## config.mk

```make
export PLATFORM = sky130hd
export DESIGN_NAME = nibble_serial_adder
export DESIGN_NICKNAME = d
export VERILOG_FILES = /design/src/rtl/nibble_serial_adder_pkg.sv /design/src/rtl/nibble_serial_adder_adder4.sv /design/src/rtl/nibble_serial_adder.sv
export SDC_FILE = /design/constraint.sdc
export NUM_CORES = 1
export LEC_CHECK = 0
export CAP_MARGIN = 20
export CORE_MARGIN = 8
export CORE_UTILIZATION = 50
export DETAILED_ROUTE_END_ITERATION = 10
export PLACE_DENSITY = 0.8
export SYNTH_ARGS = -nofsm -noshare
export SYNTH_HDL_FRONTEND = slang
export SYNTH_SLANG_ARGS = --single-unit
```

## constraint.sdc

```tcl
create_clock -name clk -period 3.07 [get_ports clk]
set_input_delay 0.7675 -clock clk [delete_from_list [all_inputs] [get_ports clk]]
set_output_delay 0.7675 -clock clk [all_outputs]
set_load 0.005 [all_outputs]
```

## src/rtl/nibble_serial_adder_pkg.sv

```systemverilog
// Shared definitions for the nibble-serial adder: datapath slice width,
// FSM state encoding and the nibble-index width helper.
package nibble_serial_adder_pkg;

  localparam int NIBBLE_W = 4;

  typedef enum logic [1:0] {
    ST_IDLE = 2'd0,
    ST_RUN  = 2'd1,
    ST_DONE = 2'd2
  } state_e;

  // A single-nibble datapath still needs a 1-bit index register.
  function automatic int idx_width(input int nib);
    return (nib > 1) ? $clog2(nib) : 1;
  endfunction

endpackage

```

## src/rtl/nibble_serial_adder_adder4.sv

```systemverilog
// 4-bit ripple adder slice: {C4, S} = A + B + C0.
// Shared by every nibble of a serial add.
module adder4 (
  input  logic [3:0] A,
  input  logic [3:0] B,
  input  logic       C0,
  output logic [3:0] S,
  output logic       C4
);

  assign {C4, S} = {1'b0, A} + {1'b0, B} + {4'b0000, C0};

endmodule

```

## src/rtl/nibble_serial_adder.sv

```systemverilog
// Multi-cycle WIDTH-bit adder computing S = A + B + Cin one nibble per clock,
// LSB first, through one shared adder4 with the nibble carry held in a register.
module nibble_serial_adder
  import nibble_serial_adder_pkg::*;
#(
  parameter int WIDTH = 16
) (
  input  logic             clk,
  input  logic             reset,
  input  logic             start,
  input  logic [WIDTH-1:0] A,
  input  logic [WIDTH-1:0] B,
  input  logic             Cin,
  output logic             busy,
  output logic             done,
  output logic [WIDTH-1:0] S,
  output logic             Cout
);

  localparam int NIB   = WIDTH / NIBBLE_W;
  localparam int IDX_W = idx_width(NIB);
  localparam logic [IDX_W-1:0] LAST_IDX = IDX_W'(NIB - 1);

  typedef logic [NIB-1:0][NIBBLE_W-1:0] nib_vec_t;

  state_e           state_q;
  nib_vec_t         a_q;
  nib_vec_t         b_q;
  nib_vec_t         s_q;
  logic             carry_q;
  logic             cout_q;
  logic             busy_q;
  logic             done_q;
  logic [IDX_W-1:0] idx_q;

  logic [NIBBLE_W-1:0] sum_d;
  logic                carry_d;
  logic                accept;

  // A new request is taken only between adds; start during RUN is dropped.
  assign accept = start && ((state_q == ST_IDLE) || (state_q == ST_DONE));

  adder4 u_adder4 (
    .A  (a_q[idx_q]),
    .B  (b_q[idx_q]),
    .C0 (carry_q),
    .S  (sum_d),
    .C4 (carry_d)
  );

  // NOTE: operand registers carry no reset; they are always loaded on accept
  // before any RUN cycle reads them, so a reset would only add fan-out.
  always_ff @(posedge clk) begin
    if (accept) begin
      a_q <= A;
      b_q <= B;
    end
  end

  // NOTE: every register here uses non-blocking assignment so all updates
  // within one edge see the pre-edge values of state_q, idx_q and carry_q.
  always_ff @(posedge clk) begin
    if (reset) begin
      state_q <= ST_IDLE;
      s_q     <= '0;
      carry_q <= 1'b0;
      cout_q  <= 1'b0;
      busy_q  <= 1'b0;
      done_q  <= 1'b0;
      idx_q   <= '0;
    end else begin
      done_q <= 1'b0;
      case (state_q)
        ST_RUN: begin
          s_q[idx_q] <= sum_d;
          carry_q    <= carry_d;
          if (idx_q == LAST_IDX) begin
            cout_q  <= carry_d;
            busy_q  <= 1'b0;
            done_q  <= 1'b1;
            idx_q   <= '0;
            state_q <= ST_DONE;
          end else begin
            idx_q <= idx_q + 1'b1;
          end
        end
        // IDLE and DONE both accept; DONE falls back to IDLE when no start.
        default: begin
          if (accept) begin
            state_q <= ST_RUN;
            busy_q  <= 1'b1;
            carry_q <= Cin;
            idx_q   <= '0;
            s_q     <= '0;
            cout_q  <= 1'b0;
          end else begin
            state_q <= ST_IDLE;
          end
        end
      endcase
    end
  end

  assign busy = busy_q;
  assign done = done_q;
  assign S    = s_q;
  assign Cout = cout_q;

endmodule

```

==> impl_metrics.ini <==
[sta]
finClkSkew_ns = 0.0106
slew_headroom = 0.622
drv_slew = 0
worst_slew_pin_slew_ns = 0.566
grt_setup_unrepaired = false
setup_violations = 0
timing.final.crit_share = 0.868
max_freq_mhz = 375
hold_viol_final = 0
period_needed_ns = 2.66
fin_setup_tns_ns = 0

[detailed_routing]
first_iter_violations = 98
drt-pass1-iter-count = 4
vias = 1552
drc_errors = 0
avgRoutedWirePerCell_um = 17.6
vias_per_cell = 5.54
wl_mm = 4.93
ant_nets = 0

[floorplanning]
pin_count = 55
die_area_um2 = 7310
die_x_um = 85.5
initial_utilization = 0.515
dieHeight_um = 85.5
core_area_um2 = 4690
rows = 25

[synth]
syn_area_um2 = 2410
syn_inst = 169
ys.warnings.count = 0
ys_types = 35
synth_top_area_share = 0.398
ys_seq_area_frac = 0.597
syn_nets = 214
yosysTopAreaCell = edfxtp_1
avgSynthCellArea_um2 = 14.3
netlist_top_cells_area = edfxtp_1, dfxtp_1, mux4_2, ha_1, a21oi_1
ys_ff_latch = 56

[clock_tree]
cts_buffers = 5
clkTransAtPathRegs_ns = 0.10
cts_sinks = 56
cts.repair.resized = 0
cts_tree = built
cts-root-buf = clkbuf_8
clk_latency_ns = 0.31
htreeDepth = 2
postCtsSetupRepairBufs = 0
clock_path_buffers = 2
hold_buffers = 0

[pwr]
power.density_nw_per_um2 = 553
power_switching_w = 0.000375
irDropWorstVdd_mv = 0.359
p_sw_frac = 0.215
share_comb_of_total_power = 0.142
clkPwrFrac = 0.366
internal_power_w = 0.00137
p_total_w = 0.00174
pwr-share-seq = 0.492
leakagePower_nw = 1.13

[global_route]
grt_max_degree = 38
grt_pass1_vias = 1698
grt-ovfl-total = 0
grt_pass1_wl_mm = 8.28
grt_antenna_before_repair = 0
grt_usage = 0.142

[layout]
num_antenna_cells = 0
area_delta_synth_final_pct = 30.5
drive_above_1_share = 0.155
fill_cells = 355
num-nets-final = 270

[setup_path]
crit_family = compound AO/OA/AOI/OAI gates
crit_required_ns = 3.33
worstPathCellList = buf_4 > mux4_2 > ha_1 > a21o_4 > a2111oi_1 > a311o_1
endpoint_kind = flop
crit_fanout = 9
path_buf_inv = 1
arrival_ns = 2.92
cpPeakStageDelay_ns = 0.56
start_kind = flop
cpMaxStageDelayCell = mux4_2
critPathKind = reg2reg

[worst_hold_path]
hold_path_class = reg2reg

[placed_design]
dpl.hpwl_mm = 3.69
port-buffer-count = 54
place.gp.congestion = 0.782

[outcome]
outcome = finished clean

[run]
maxCapViolations = 0
metrics by stage:
stage | cell area, um2 | worst slack (ns) | hold WS [ns] | cells | utilization
6_report | 3150 | 0.406 | 0.471 | 280 | 0.671
5_1_grt | 3150 | 0.243 | 0.499 | 280 | 0.671
4_1_cts | 3150 | 0.419 | 0.472 | 280 | 0.671
3_5_place_dp | 2990 | 0.432 | 0.458 | 272 | 0.638
3_3_place_gp | 2990 | 0.503 | 0.454 | 272 | 0.638
2_1_floorplan | 2410 | 0.473 | 0.464 | 169 | -
cell type report:
cell class | instances | area, um2 | area share
flip-flops and latches | 56 | 1440 | 0.458
clock buffers | 5 | 68.8 | 0.0218
repair buffers | 58 | 571 | 0.181
inverters | 3 | 13.8 | 0.00437
multi-input cells | 101 | 898 | 0.285
clock inverters | 3 | 90.1 | 0.0286
well taps | 54 | 67.6 | 0.0214
routing by layer:
metal  global-route usage  up-vias  part of all wire
li1                     -      758                 -
met2                0.236       60              0.49
met5                    0        -                 0
met1                0.164      727              0.42
met3               0.0544        7             0.072
met4               0.0446        0             0.010
tightest hold or removal path: cells and delay by family (launching register included):
kind | cells | cell delay [ns]
simple gates | 1 | 0.06
flops | 1 | 0.32
compound gates | 1 | 0.06
Yosys cell counts:
library cell / n
mux2_2: 1
ha_1: 7
mux2i_1: 1
mux4_2: 8
dfxtp_1: 24
buf_1: 2
fa_1: 2
nand4b_1: 2
a2111oi_1: 1
nand2b_2: 1
a21oi_1: 15
o31ai_1: 1
buf_6: 3
a21o_4: 1
or3_1: 1
nor2_1: 7
edfxtp_1: 32
a311o_1: 4
o21a_1: 1
nand2_1: 12
o311ai_1: 1
nand3_1: 12
inv_4: 1
inv_1: 2
nor4b_1: 5
xor2_1: 1
nand3b_2: 2
and3b_2: 4
nand2b_1: 2
buf_2: 4
nor3b_1: 1
a21o_1: 2
nand3b_4: 2
a2111oi_2: 3
a31oi_1: 1
final timing paths:
check                               from    end  slack, ns  depth (start not counted)
worst max-delay path            idx_q[0]  S[11]       0.41                          6
worst min-delay path                S[5]   S[5]       0.47                          2
worst max register to register  idx_q[0]  S[11]       0.41                          6
worst min register to register      S[5]   S[5]       0.47                          2
flip-flops by register name, summed over array words and instances (netlist names):
signal   flops
Cout         1
busy         1
done         1
idx_q        2
state_q      2
S           16
carry_q      1
b_q         16
a_q         16
power by group through the flow:
stage / sequential, W / clock [W] / combinational (W)
after floorplan: 0.000865 / 0 / 0.000154
after global placement: 0.000874 / 0 / 0.000241
after detailed placement: 0.000876 / 0 / 0.000247
after CTS: 0.000859 / 0.000653 / 0.000248
after global routing: 0.000864 / 0.000679 / 0.000270
final: 0.000858 / 0.000639 / 0.000247
kinds of logic after synthesis:
| logic type | synth area share |
|---|---|
| AO/OA/AOI/OAI | 0.0953 |
| buffers and inverters | 0.0311 |
| adder cells (fa/ha/maj) | 0.0528 |
| AND/OR/NAND/NOR | 0.137 |
| flip-flops | 0.597 |
| multiplexers | 0.0834 |
| XOR/XNOR | 0.00363 |
cell usage in the layout, fill, tap and decap left out, types with 2 or more instances in the layout:
cell / n
clkdlybuf4s50_1: 54
edfxtp_1: 32
dfxtp_1: 24
a21oi_1: 15
nand2_1: 12
nand3_1: 12
mux4_2: 8
nor2_1: 7
ha_1: 7
nor4b_1: 5
clkbuf_8: 5
and3b_2: 4
a311o_1: 4
buf_4: 4
a2111oi_2: 3
bufinv_16: 3
nand2b_1: 2
inv_1: 2
nand3b_4: 2
a21o_1: 2
nand3b_2: 2
nand4b_1: 2
fa_1: 2
Power figures use the tool's default switching activity.
